## src/rtl/jtpopeye_obj_dma.sv

```systemverilog
// Vblank DMA: takes the Z80 bus and copies LEN bytes of object RAM into the sprite line buffer.
// Define JTPOPEYE_OBJ_DMA_DBUF_EN for a double-buffered destination (obj_addr gains a bank MSB).
module jtpopeye_obj_dma #(
   parameter logic [15:0] SRC_BASE = 16'h8C00,
   parameter logic [9:0]  LEN      = 10'd640,
   parameter int          AW       = 10,
`ifdef JTPOPEYE_OBJ_DMA_DBUF_EN
   localparam int         OAW      = AW + 1
`else
   localparam int         OAW      = AW
`endif
)(
   input  logic           clk,
   input  logic           rst,
   input  logic           cen,
   input  logic           VB_n,
   input  logic           busak_n,
   output logic           busrq_n,
   output logic [15:0]    cpu_addr,
   output logic           cpu_rd_n,
   input  logic [7:0]     cpu_din,
   output logic [OAW-1:0] obj_addr,
   output logic [7:0]     obj_dout,
   output logic           obj_we,
   output logic           obj_bank,
   output logic           busy
);

   typedef enum logic [2:0] {IDLE, REQ, READ, WRITE, RELEASE} state_t;

   state_t         state, state_d;
   logic [9:0]     cnt, cnt_d;
   logic           vb_q;
   logic           start;
   logic           busrq_d, rd_d, we_d, busy_d, bank_d;
   logic [15:0]    addr_d;
   logic [OAW-1:0] oaddr_d;
   logic [7:0]     dout_d;

   // vb_q resets low so VB_n already low when reset lifts is not taken as an edge
   assign start = vb_q & ~VB_n;

   // NOTE: every signal gets its hold value first so no path through the case can infer a latch
   always_comb begin
      state_d = state;
      cnt_d   = cnt;
      busrq_d = busrq_n;
      rd_d    = cpu_rd_n;
      we_d    = obj_we;
      busy_d  = busy;
      addr_d  = cpu_addr;
      oaddr_d = obj_addr;
      dout_d  = obj_dout;
      bank_d  = obj_bank;
      case (state)
         IDLE: begin
            if (start) begin
               state_d = REQ;
               busrq_d = 1'b0;
               busy_d  = 1'b1;
            end
         end
         REQ: begin
            busrq_d = 1'b0;
            if (!busak_n) begin
               state_d = READ;
               cnt_d   = '0;
            end
         end
         READ: begin
            we_d = 1'b0;
            if (busak_n) begin
               rd_d = 1'b1;
            end else begin
               addr_d  = SRC_BASE + {6'd0, cnt};
               rd_d    = 1'b0;
               state_d = WRITE;
            end
         end
         WRITE: begin
            rd_d = 1'b1;
            if (busak_n) begin
               // bus lost mid-byte: data never arrived, so this byte is read again
               we_d    = 1'b0;
               state_d = READ;
            end else begin
               dout_d  = cpu_din;
`ifdef JTPOPEYE_OBJ_DMA_DBUF_EN
               oaddr_d = {~obj_bank, AW'(cnt)};
`else
               oaddr_d = AW'(cnt);
`endif
               we_d    = 1'b1;
               if (cnt == LEN - 10'd1) begin
                  state_d = RELEASE;
                  busrq_d = 1'b1;
               end else begin
                  cnt_d   = cnt + 10'd1;
                  state_d = READ;
               end
            end
         end
         RELEASE: begin
            busrq_d = 1'b1;
            we_d    = 1'b0;
            if (busak_n) begin
               state_d = IDLE;
               busy_d  = 1'b0;
               bank_d  = ~obj_bank;
            end
         end
         default: state_d = IDLE;
      endcase
   end

   // NOTE: all state is updated with non-blocking assignments so every register samples pre-edge values
   always_ff @(posedge clk) begin
      if (rst) begin
         state    <= IDLE;
         cnt      <= '0;
         vb_q     <= 1'b0;
         busrq_n  <= 1'b1;
         cpu_rd_n <= 1'b1;
         obj_we   <= 1'b0;
         busy     <= 1'b0;
         cpu_addr <= SRC_BASE;
         obj_addr <= '0;
         obj_dout <= '0;
      end else if (cen) begin
         state    <= state_d;
         cnt      <= cnt_d;
         vb_q     <= VB_n;
         busrq_n  <= busrq_d;
         cpu_rd_n <= rd_d;
         obj_we   <= we_d;
         busy     <= busy_d;
         cpu_addr <= addr_d;
         obj_addr <= oaddr_d;
         obj_dout <= dout_d;
      end
   end

`ifdef JTPOPEYE_OBJ_DMA_DBUF_EN
   always_ff @(posedge clk) begin
      if (rst)      obj_bank <= 1'b0;
      else if (cen) obj_bank <= bank_d;
   end
`else
   assign obj_bank = 1'b0;
`endif

endmodule

```

## config.mk

```make
export PLATFORM = sky130hd
export DESIGN_NAME = jtpopeye_obj_dma
export DESIGN_NICKNAME = d
export VERILOG_FILES = /design/src/rtl/jtpopeye_obj_dma.sv
export SDC_FILE = /design/constraint.sdc
export NUM_CORES = 1
export LEC_CHECK = 0
export CELL_PAD_IN_SITES_DETAIL_PLACEMENT = 1
export CELL_PAD_IN_SITES_GLOBAL_PLACEMENT = 1
export CORE_UTILIZATION = 38
export CTS_CLUSTER_SIZE = 16
export DETAILED_ROUTE_END_ITERATION = 8
export MAX_ROUTING_LAYER = met4
export PLACE_DENSITY = 0.88
export SLEW_MARGIN = 20
export SYNTH_ARGS = -nofsm -noshare
export SYNTH_HDL_FRONTEND = slang
export SYNTH_SLANG_ARGS = --single-unit
```

## constraint.sdc

```tcl
create_clock -name clk -period 3.2 [get_ports clk]
set_input_delay 0.64 -clock clk [delete_from_list [all_inputs] [get_ports clk]]
set_output_delay 0.64 -clock clk [all_outputs]
set_load 0.03 [all_outputs]
```

==> impl_metrics.ini <==
[status]
status = completed

[timing]
finalSetupTns_ns = 0
hold_violations = 0
grt_setup_unrepaired = no
min_period_ns = 2.292
slew_headroom_pct = 46.09
post-route-period-util_pct = 71.63
setup_violations = 0
worstMarginPinSlew_ns = 0.8013
timing.fmax_mhz = 436.2
fin_skew_ns = 0.008660
finalMaxSlewViolations = 0

[floorplan]
die_x_um = 75.33
rows = 26
coreArea_um2 = 5140
die_area_um2 = 5674
boundaryPins = 52
dieHeight_um = 75.33
initial_core_util_pct = 39.75

[clock_tree]
clk_latency_ns = 0.30
cts_root_buf = clkbuf_8
cts_tree = built
cts_resized = 0
cts_num_sinks = 46
numCtsBuffers = 5
clk_pin_slew_ns = 0.09
h-tree-depth = 2
clockBufferDepth = 2
post-cts-setup-buffers = 0
cts_hold_buf = 0

[logic_synthesis]
ys_seq_area_share_pct = 45.07
synth-async-reset-ratio_pct = 0
ys_types = 48
synth_area_leaders = dfxtp_1, nand2_1, a21oi_1
synth_ff_type = dfxtp_1
synth_cells = 237
synthDominantCellAreaShare_pct = 45.07
synth-edff-count = 0
ys_warn_count = 0
ys_ff_latch = 46
avgSynthCellArea_um2 = 8.621
syn-cell-area_um2 = 2043
synth_top_cell_by_area = dfxtp_1

[detailed_routing]
first_iter_violations = 115
postRouteWirelength_um = 5060
first_pass_iters = 4
drcViolationCount = 0
wl_per_cell_um = 14.54
vias = 1831
drtAntennaViolNets = 0
viasPerCell = 5.261

[grt]
grt_pass1_vias = 1788
groute.usage.overall_pct = 20.01
gr-total-overflow = 0
grt_max_degree = 27
antenna_found_initial = 0
grt_pass1_wl_um = 8273

[hold_path]
hold_depth = 2
hp-start = obj_dout[2]
min_to = obj_dout[2]
hold_path_class = flip-flop to flip-flop

[place]
portBuffers = 44
gp_congestion = 0.8715
dp_hpwl_um = 3549
place_area_um2 = 2501

[worst_setup_path]
r2r_end = cnt[7]
path_class = primary input to flip-flop
reg2reg_from = cnt[0]
critPathCaptureType = flip-flop
reg2reg_slack_ns = 1.26
cpPeakStageDelay_ns = 0.68
cp_slowest_cell = clkdlybuf4s50_1
timing.reg2reg.worst_path_depth = 5
crit_fanout = 14
arrival_ns = 2.53
required_ns = 3.44
path_cells = clkdlybuf4s50_1 > and4bb_4 > a21o_4 > or4_1 > nand2_1
start_kind = primary input

[power]
cellPowerDensity_nw_per_um2 = 426.5
p_leak_nw = 0.8657
netSwitchingFraction_pct = 26.35
max-vdd-ir-drop_v = 0.0002803
p_comb_share_pct = 11.5
power_switching_mw = 0.2917
p_int_mw = 0.8156
seqPwrFrac_pct = 54.4
clock_power_share_pct = 34.1

[final_layout]
fin_nets = 291
antennaDiodeCount = 0
multi_input_area_um2 = 988.4
mostFrequentLayoutCell = dfxtp_1
postLayoutCellArea_um2 = 2596
drive_gt1_share_pct = 7.554
seq_area_um2 = 920.9
fillCellCount = 637
syn_to_final_growth_pct = 27.07
layout_common_cells = dfxtp_1, clkdlybuf4s50_1, nand2_1

[run]
cap_violations = 0
-- power groups by stage --
stage	clock network (mW)	registers [mW]	logic, mW
after floorplan	0	0.604	0.108
after global placement	0	0.615	0.124
after detailed placement	0	0.615	0.126
after CTS	0.391	0.602	0.127
after global routing	0.410	0.604	0.139
final	0.377	0.602	0.128
-- kinds of logic (layout without fill, tap and decap cells) --
family	after synthesis	count (layout)	synth area share, %
AOI/OAI and AO/OA	60	60	19.05
DFF	46	46	45.07
muxes	11	11	5.389
xor gates and xnor gates	1	1	0.4287
buffers and inverters	28	64	7.471
and+or+nand+nor	88	88	21.62
other	2	7	0.3676
adders and majority gates	1	1	0.6123
-- cells in the mapped netlist, types with 2 or more instances --
cell	count
dfxtp_1	46
nand2_1	41
a21oi_1	30
nor2_1	15
mux2i_1	11
buf_2	8
buf_4	8
inv_1	7
nand3_1	6
o211ai_1	5
o21ai_0	5
or4_1	5
and3_1	4
clkbuf_1	4
o41ai_1	3
a31oi_1	2
and2b_4	2
conb_1	2
nor3_1	2
o31ai_1	2
or3_1	2
-- layout make-up --
cell class                      count  share of cell area, %
Timing Repair Buffer               49                  18.41
Clock buffer                        7                  3.325
Clock inverter                      1                 0.3373
Tap cell                           70                  3.373
Sequential cell                    46                  35.47
Inverter                            7                  1.012
Multi-Input combinational cell    168                  38.07
-- per-layer routing --
| metal | vias up | global-route usage [%] | share of wire (%) |
|---|---|---|---|
| li1 | 897 | - | - |
| met1 | 893 | 23.57 | 45 |
| met2 | 34 | 33.23 | 50 |
| met3 | 7 | 4.101 | 4.0 |
| met4 | 0 | 8.436 | 1.5 |
| met5 | - | - | 0 |
-- state kept, by name, summed over array words and instances (netlist names) --
name,flops
state,3
busy,1
cnt,10
cpu_addr,10
obj_addr,10
cpu_rd_n,1
busrq_n,1
obj_dout,8
obj_we,1
vb_q,1
-- metrics by stage --
stage               power [mW]  hold slack [ns]  cells  utilization (%)  setup WS, ns
finish                   1.107           0.4559    348            50.51        0.9077
global placement        0.7386           0.4420    340            48.66        0.6783
floorplan               0.7123           0.4520    242                -         1.490
global route             1.154           0.4763    348            50.51        0.8115
CTS                      1.120           0.4606    348            50.51        0.9257
detailed placement      0.7412           0.4480    340            48.66        0.6228
-- worst max-delay path by stage --
stage               cells past startpoint  slack [ns]    start      to
detailed placement                      5        0.62      cen  cnt[7]
CTS                                     5        0.93      cen  cnt[7]
floorplan                               4        1.49  busak_n  cnt[5]
global placement                        5        0.68      cen  cnt[7]
global route                            5        0.81      cen  cnt[7]
finish                                  5        0.91      cen  cnt[7]
-- worst max-delay path: cells and delay by family --
kind            cells  cell delay (ns)
buf+inv             1             0.68
simple gates        3             0.97
compound gates      1             0.25
Note: power is estimated with default switching activity, not from simulation.
